## src/rtl/stream_capture.sv

```systemverilog
// rtl/stream_capture.sv - triggered sample capture buffer with bus readback
// Optional rising-zero-crossing trigger: define STREAM_CAPTURE_TRIGGER_EN.
// Without it, an armed capture starts on the first valid sample.
module stream_capture #(
  parameter int          SIG_WIDTH = 16,
  parameter int          DEPTH     = 256,
  parameter logic [31:0] CTRL_ADDR = 32'h0,
  localparam int         ADDR_W    = $clog2(DEPTH)
) (
  input  logic                 clk,
  input  logic                 a_rst,
  input  logic [SIG_WIDTH-1:0] i_cap_signal,
  input  logic                 i_cap_valid,
  input  logic [31:0]          i_cap_ctrl_reg,
  input  logic [31:0]          i_cap_lngth_reg,
  input  logic                 i_cap_write,
  input  logic [31:0]          i_cap_addrs,
  input  logic                 i_cap_read,
  output logic [SIG_WIDTH-1:0] o_cap_rdata,
  output logic                 o_cap_rvalid,
  output logic                 o_cap_busy,
  output logic                 o_cap_done,
  output logic [ADDR_W:0]      o_cap_count
);

  localparam logic [ADDR_W:0] DEPTH_C = (ADDR_W + 1)'(DEPTH);

  typedef enum logic [1:0] {S_IDLE, S_ARMED, S_CAPTURE, S_DONE} state_t;

  state_t               state_q, state_d;
  logic [ADDR_W:0]      count_q, count_d;
  logic [ADDR_W:0]      len_q, len_d;
  logic [ADDR_W:0]      count_inc;
  logic [SIG_WIDTH-1:0] mem [DEPTH];
  logic [SIG_WIDTH-1:0] rdata_q;
  logic                 rvalid_q;
  logic                 cmd, do_abort, do_arm, trig, wr_en;
  logic                 unused_ok;

  assign cmd       = i_cap_write && (i_cap_addrs == CTRL_ADDR);
  assign do_abort  = cmd && i_cap_ctrl_reg[1];
  assign do_arm    = cmd && i_cap_ctrl_reg[0] && !i_cap_ctrl_reg[1];
  assign count_inc = count_q + 1'b1;
  assign unused_ok = ^i_cap_ctrl_reg[31:2];

`ifdef STREAM_CAPTURE_TRIGGER_EN
  logic [SIG_WIDTH-1:0] prev_q, prev_d;
  // Rising zero crossing: current sample non-negative, previous valid sample negative.
  assign trig = i_cap_valid && !i_cap_signal[SIG_WIDTH-1] && prev_q[SIG_WIDTH-1];

  // Previous valid sample, cleared on ARM so the first sample cannot trigger.
  always_ff @(posedge clk or posedge a_rst) begin
    if (a_rst) prev_q <= '0;
    else       prev_q <= prev_d;
  end
`else
  assign trig = i_cap_valid;
`endif

  // Next-state logic: abort has priority, ARM only from IDLE/DONE, store while capturing.
  always_comb begin
    state_d = state_q;
    count_d = count_q;
    len_d   = len_q;
    wr_en   = 1'b0;
`ifdef STREAM_CAPTURE_TRIGGER_EN
    prev_d  = prev_q;
`endif
    if (do_abort) begin
      state_d = S_IDLE;
    end else begin
      case (state_q)
        S_IDLE, S_DONE: begin
          if (do_arm) begin
            state_d = S_ARMED;
            count_d = '0;
            if (i_cap_lngth_reg == 32'd0 || i_cap_lngth_reg > 32'(DEPTH))
              len_d = DEPTH_C;
            else
              len_d = i_cap_lngth_reg[ADDR_W:0];
`ifdef STREAM_CAPTURE_TRIGGER_EN
            prev_d  = '0;
`endif
          end
        end
        S_ARMED: begin
          // The triggering sample is stored at index 0 (count is 0 here).
          if (trig) begin
            wr_en   = 1'b1;
            count_d = count_inc;
            state_d = (count_inc == len_q) ? S_DONE : S_CAPTURE;
          end
`ifdef STREAM_CAPTURE_TRIGGER_EN
          if (i_cap_valid) prev_d = i_cap_signal;
`endif
        end
        S_CAPTURE: begin
          if (i_cap_valid) begin
            wr_en   = 1'b1;
            count_d = count_inc;
            if (count_inc == len_q) state_d = S_DONE;
          end
        end
        default: state_d = S_IDLE;
      endcase
    end
  end

  // Control state, sample count and latched length.
  always_ff @(posedge clk or posedge a_rst) begin
    if (a_rst) begin
      state_q <= S_IDLE;
      count_q <= '0;
      len_q   <= DEPTH_C;
    end else begin
      state_q <= state_d;
      count_q <= count_d;
      len_q   <= len_d;
    end
  end

  // Capture memory write port; contents survive reset.
  always_ff @(posedge clk) begin
    if (wr_en) mem[count_q[ADDR_W-1:0]] <= i_cap_signal;
  end

  // Registered read port: data and pulse one cycle after each strobe.
  always_ff @(posedge clk or posedge a_rst) begin
    if (a_rst) begin
      rdata_q  <= '0;
      rvalid_q <= 1'b0;
    end else begin
      rvalid_q <= i_cap_read;
      if (i_cap_read) rdata_q <= mem[i_cap_addrs[ADDR_W-1:0]];
    end
  end

  assign o_cap_rdata  = rdata_q;
  assign o_cap_rvalid = rvalid_q;
  assign o_cap_busy   = (state_q == S_ARMED) || (state_q == S_CAPTURE);
  assign o_cap_done   = (state_q == S_DONE);
  assign o_cap_count  = count_q;

endmodule

```

## config.mk

```make
export PLATFORM = sky130hd
export DESIGN_NAME = stream_capture
export DESIGN_NICKNAME = d
export VERILOG_FILES = /design/src/rtl/stream_capture.sv
export SDC_FILE = /design/constraint.sdc
export NUM_CORES = 2
export LEC_CHECK = 0
export CORE_ASPECT_RATIO = 0.8
export CORE_MARGIN = 4
export CORE_UTILIZATION = 45
export DETAILED_ROUTE_END_ITERATION = 10
export HOLD_SLACK_MARGIN = 0.03
export PLACE_DENSITY = 0.62
export SYNTH_ARGS = -nofsm -noshare
export SYNTH_HDL_FRONTEND = slang
export SYNTH_SLANG_ARGS = --single-unit
```

## constraint.sdc

```tcl
create_clock -name clk -period 3.36 [get_ports clk]
set_clock_uncertainty 0.1 [all_clocks]
set_input_delay 0.336 -clock clk [delete_from_list [all_inputs] [get_ports clk]]
set_output_delay 0.336 -clock clk [all_outputs]
set_load 0.02 [all_outputs]
```

# Word level (Yosys, flattened, before mapping)
# Memory sizes are Yosys's and may differ from the RTL's. A register that Yosys moved wholly into a read port is not among the register bits.
# Index checks and enable logic that the tools add are counted.
# W data, S select, Z words.
# op_classes
muxes,16
n_lt_le_gt_ge,1
n_eq_ne,10
shift,0
n_div,0
n_addsub,1
bitwise_logic,1
n_reduce_logical,15
multipliers,0
# op_table
cell,n
$logic_not A32 Y1,2
$gt A32 B9 Y1 const B,1
$mux W9,3
$pmux W9 S2,1
$ne A3 B3 Y1 const B,4
$mux W2,5
$add A9 B1 Y9 const B,1
$eq A9 B9 Y1,1
$mux W1,6
$pmux W2 S3,1
$reduce_and A3 Y1,2
$eq A2 B2 Y1 const B,2
$logic_and A1 B1 Y1,4
$reduce_and A4 Y1,1
$reduce_or A2 Y1,2
$eq A2 B1 Y1 const B,1
$logic_not A2 Y1,1
$logic_or A1 B1 Y1,2
$ne A2 B1 Y1 const B,1
$ne A2 B2 Y1 const B,1
$logic_not A1 Y1,1
$not A1 Y1,1
# totals
word_cells,49
mem_bits_rw,4096
reg_bits,21
inputBits,117
n_memories,1
output_inout_bits,28
romBits,0
latch_bits,0
# memory_table
name,words,word_bits,rd,rd_ports_with_merged_regs,wr,line_no,rtl
mem,256,16,1,1,1,34,logic [SIG_WIDTH-1:0] mem [DEPTH];

# Depth between registers and ports, before layout
# logic_depth
word_depth,7
depth_mapped,13

# Least setup slack after synthesis
# OpenSTA, ideal clock, no wires.
# synth_path
path_kind,input -> register
start,input i_cap_addrs[1]
end,memory mem[167][0] (enable)
path_slack_ns,0.140
setup_ns,0.388
arrival_ns,2.732
cell_stages,10
path_buffers,3
path_cell_list,buf_2 buf_6 nor2_1 nand3_1 nor3_1 a211o_1 nor3b_1 nand2_1 clkbuf_1 nor2_1
# synth_via
elab_chain_cells,6
# synth_rtl
item,line_no,rtl
"start, declared",17,"input logic [31:0] i_cap_addrs,"
$logic_not A32 Y1,40,assign cmd = i_cap_write && (i_cap_addrs == CTRL_ADDR);
$logic_and A1 B1 Y1,40,
$logic_and A1 B1 Y1,41,assign do_abort = cmd && i_cap_ctrl_reg[1];
$mux W1,69,if (do_abort) begin
$mux W1,124,if (wr_en) mem[count_q[ADDR_W-1:0]] <= i_cap_signal;
$mux W1 (implied by the code),124,
"end, declared",34,
# No other way between the ends.

# Worst setup path after layout
# layout_path
start,register state_q[0]
end,memory mem[199][3] (enable)
# layout_via
elab_chain_cells,6
elab_cells_between_ends,7
cone_classes,2 x eq/ne; 4 x mux; 1 x reduce/logical
# layout_rtl
item,line_no,rtl
"start, declared",30,"state_t state_q, state_d;"
"start signal, assigned",116,state_q <= state_d;
$eq A2 B1 Y1 or $eq A2 B2 Y1 (tied branches),72,case (state_q)
$reduce_or A2 Y1 (no line) *,-,
$mux W1 *,-,
$mux W1 *,69,
$mux W1 *,124,
$mux W1 (implied by the code) *,124,
# Every way passes the cells marked *; elsewhere a longest branch is shown, timed or not.

==> flow_metrics.env <==
export IMPL_pin_count=145
export IMPL_initial_core_util_pct=45.3
export IMPL_netlist_area_mm2=0.160
export IMPL_mostFrequentLayoutCells="4,096 x edfxtp_1, 952 x mux4_2, 870 x buf_4"
export IMPL_worstPathArrival_ns=3.76
export IMPL_clockRootBuffer="clkbuf_16"
export IMPL_power_share_combinational_pct=8.4
export IMPL_r2r_start="state_q[0]"
export IMPL_drtAntennaViolNets=0
export IMPL_cts_tree="done"
export IMPL_first_global_vias=83400
export IMPL_synthToLayoutAreaGrowth_pct=19.3
export IMPL_setup_viol=0
export IMPL_cp_cell_sequence="inv_1 -> ha_1 -> a211o_1 -> nor2_1 -> buf_4 -> nand2_1 -> buf_12 -> nor2_2"
export IMPL_drt_iter0_markers=15100
export IMPL_fp_row_count=195
export IMPL_fill_cells=26500
export IMPL_power_switching_w=0.0257
export IMPL_power_density_mw_per_mm2=583
export IMPL_finalHoldViolCount=0
export IMPL_p_total_w=0.111
export IMPL_antenna_found_initial=34
export IMPL_seqPwrFrac_pct=51.3
export IMPL_totalWireLength_mm=508
export IMPL_worst_pin_slew_ns=1.22
export IMPL_grtUsageTotal_pct=27.6
export IMPL_dieArea_mm2=0.366
export IMPL_synth_top_area_share_pct=76.8
export IMPL_reg2regPathDepth=8
export IMPL_regToRegSetupSlack_ns=0.03
export IMPL_first_pass_iters=8
export IMPL_max_freq_mhz=301
export IMPL_clock_path_buffers=4
export IMPL_synth_async_reset_ratio_pct=0.895
export IMPL_clk_pin_slew_ns=0.06
export IMPL_ys_types=74
export IMPL_max_cap_viol_count=0
export IMPL_placed_cells=13000
export IMPL_drive_above_1_share_pct=32.1
export IMPL_swShare_pct=23.1
export IMPL_worst_path_max_fanout=16
export IMPL_maxSlewHeadroom_pct=18.8
export IMPL_avgSynthCellArea_um2=21.7
export IMPL_run_status="complete, no violations"
export IMPL_min_delay_start="i_cap_signal[7]"
export IMPL_synth_seq_area_share_pct=77.4
export IMPL_leakage_nw=61.8
export IMPL_cp_endpoint="mem[199][3]"
export IMPL_final_cells=13700
export IMPL_hold_class="input port to flop"
export IMPL_grt_max_degree=123
export IMPL_die_w_um=675
export IMPL_viasPerCell=6.37
export IMPL_min_period_over_period_pct=99.0
export IMPL_worst_r2r_endpoint="mem[199][3]"
export IMPL_worstSetupEndpointType="flop"
export IMPL_cell_internal_pwr_w=0.0858
export IMPL_ctsHtreeMaxLevel=5
export IMPL_synth_top_cell_by_area="edfxtp_1"
export IMPL_core_mm2=0.354
export IMPL_synth_edf_count=4096
export IMPL_gp_congestion=1.01
export IMPL_cts_sinks=4133
export IMPL_layout_nets=8785
export IMPL_synthFlopType="edfxtp_1"
export IMPL_final_util_pct=54.0
export IMPL_synth_seq_cells=4133
export IMPL_ir_drop_mv=0.522
export IMPL_cts_made_buffers=395
export IMPL_fp_dieH_um=542
export IMPL_maxSlewViolCount=0
export IMPL_yosys_top_cells_area="edfxtp_1 77%, mux4_2 13%, mux2i_1 2.2%"
export IMPL_period_needed_ns=3.33
export IMPL_grt_pass1_wl_mm=698
export IMPL_path_class="flop to flop"
export IMPL_postSynthCellCount=7370
export IMPL_crit_start="state_q[0]"
export IMPL_cp_slowest_stage_delay_ns=0.72
export IMPL_mostFrequentLayoutCell="edfxtp_1"
export IMPL_critPathSlowestCell="nor2_2"
export IMPL_portBuffers=114
export IMPL_drc=0
export IMPL_wl_per_cell_um=37.0
export IMPL_globalRouteOverflowTotal=0
export IMPL_cp_data_required_time_ns=3.79
export IMPL_clk_latency_ns=0.92
export IMPL_rsz0062_at_grt="true"
export IMPL_dp_hpwl_mm=341
export IMPL_fin_area_mm2=0.191
export IMPL_synth_nets=7494
export IMPL_via_count=87400
export IMPL_yosys_warnings=0
export IMPL_place_area_mm2=0.178
export IMPL_start_kind="flop"
export IMPL_clockPowerShare_pct=40.4
cell families (layout without fill, tap and decap cells):
group / Yosys count / after routing / share of synthesized area [%]
mux: 1330 / 1330 / 15.8
other cells: 0 / 15 / 0
simple gates: 776 / 776 / 2.10
compound gates: 665 / 665 / 2.89
flops: 4133 / 4133 / 77.4
buf+inv: 445 / 2040 / 1.72
xor+xnor: 14 / 14 / 0.0766
fa+ha+maj: 7 / 7 / 0.0547
per-stage QoR:
step                setup TNS, ns  worst slack (ns)  hold slack (ns)
floorplan                       0             0.140            0.267
global placement         -2713.97            -0.897            0.392
detailed placement       -2526.63            -0.835            0.400
CTS                             0           0.00958           0.0342
global route               -0.551           -0.0235           0.0530
finish                          0            0.0331           0.0309
power by group through the flow:
| stage | clock network, W | registers [W] | logic (W) |
|---|---|---|---|
| after floorplan | 0 | 0.0582 | 0.00334 |
| after global placement | 0 | 0.0582 | 0.00892 |
| after detailed placement | 0 | 0.0582 | 0.00902 |
| after CTS | 0.0454 | 0.0571 | 0.00907 |
| after global routing | 0.0477 | 0.0571 | 0.00942 |
| final | 0.0450 | 0.0571 | 0.00932 |
Yosys cell counts, types with 29 or more instances:
| cell | instances |
|---|---|
| buf_1 | 29 |
| clkbuf_1 | 145 |
| buf_2 | 121 |
| nand2_1 | 222 |
| o221ai_1 | 69 |
| mux4_2 | 952 |
| a21oi_1 | 116 |
| buf_6 | 58 |
| o21ai_0 | 93 |
| o22ai_1 | 67 |
| edfxtp_1 | 4096 |
| mux2i_1 | 354 |
| nand3_1 | 52 |
| dfrtp_1 | 36 |
| buf_4 | 49 |
| a221oi_1 | 55 |
| a22oi_1 | 92 |
| nor4_1 | 30 |
| nor2_1 | 326 |
| nor3_1 | 56 |
metal layers:
layer / vias to the layer above / share of wire [%] / routed length [µm] / global-route usage, %
met5: - / 0.020 / 102 / 0
met4: 12 / 3.8 / 19100 / 8.55
met3: 870 / 14 / 72300 / 8.76
met2: 6281 / 43 / 221000 / 39.5
met1: 46500 / 39 / 196000 / 40.5
li1: 33700 / - / - / -
state kept, by name, summed over array words and instances (netlist names):
register,count
len_q,9
mem,4096
o_cap_count,9
o_cap_rdata,16
o_cap_rvalid,1
state_q,2
worst max-delay path, delay by kind of cell (launching register included):
| kind | cells | cell delay, ns |
|---|---|---|
| fa+ha+maj | 1 | 0.32 |
| flops | 1 | 0.40 |
| simple gates | 3 | 1.13 |
| buf+inv | 3 | 0.61 |
| compound gates | 1 | 0.34 |
layout make-up:
class / count / area, µm² / share of cell area, %
sequential: 4133 / 124000 / 64.9
inverter: 18 / 86.3 / 0.0452
timing repair buffer: 1321 / 14300 / 7.48
multi-input combinational: 2792 / 33900 / 17.8
clock inverter: 241 / 2600 / 1.36
tap: 4728 / 5920 / 3.10
clock buffer: 460 / 10300 / 5.37
antenna: 15 / 37.5 / 0.0196
worst min path at each step:
stage                         to  slack, ns  cells past startpoint
floorplan           o_cap_rvalid       0.27                      0
global placement        len_q[6]       0.39                      2
detailed placement      len_q[6]       0.40                      2
CTS                   state_q[0]       0.03                      5
global route         mem[132][7]       0.05                      1
finish               mem[132][7]       0.03                      1
what timing repair did:
item / CTS / global route
hold buffers: 22 / 0
resized for setup: 7 / 12
buffers inserted: 0 / 0
endpoints found under the setup margin: 213 / 325
pin swaps: 0 / 0
endpoints found under the hold margin: 600 / 0
cloned: 0 / 0
No activity file was read; power rests on OpenSTA's default activity.
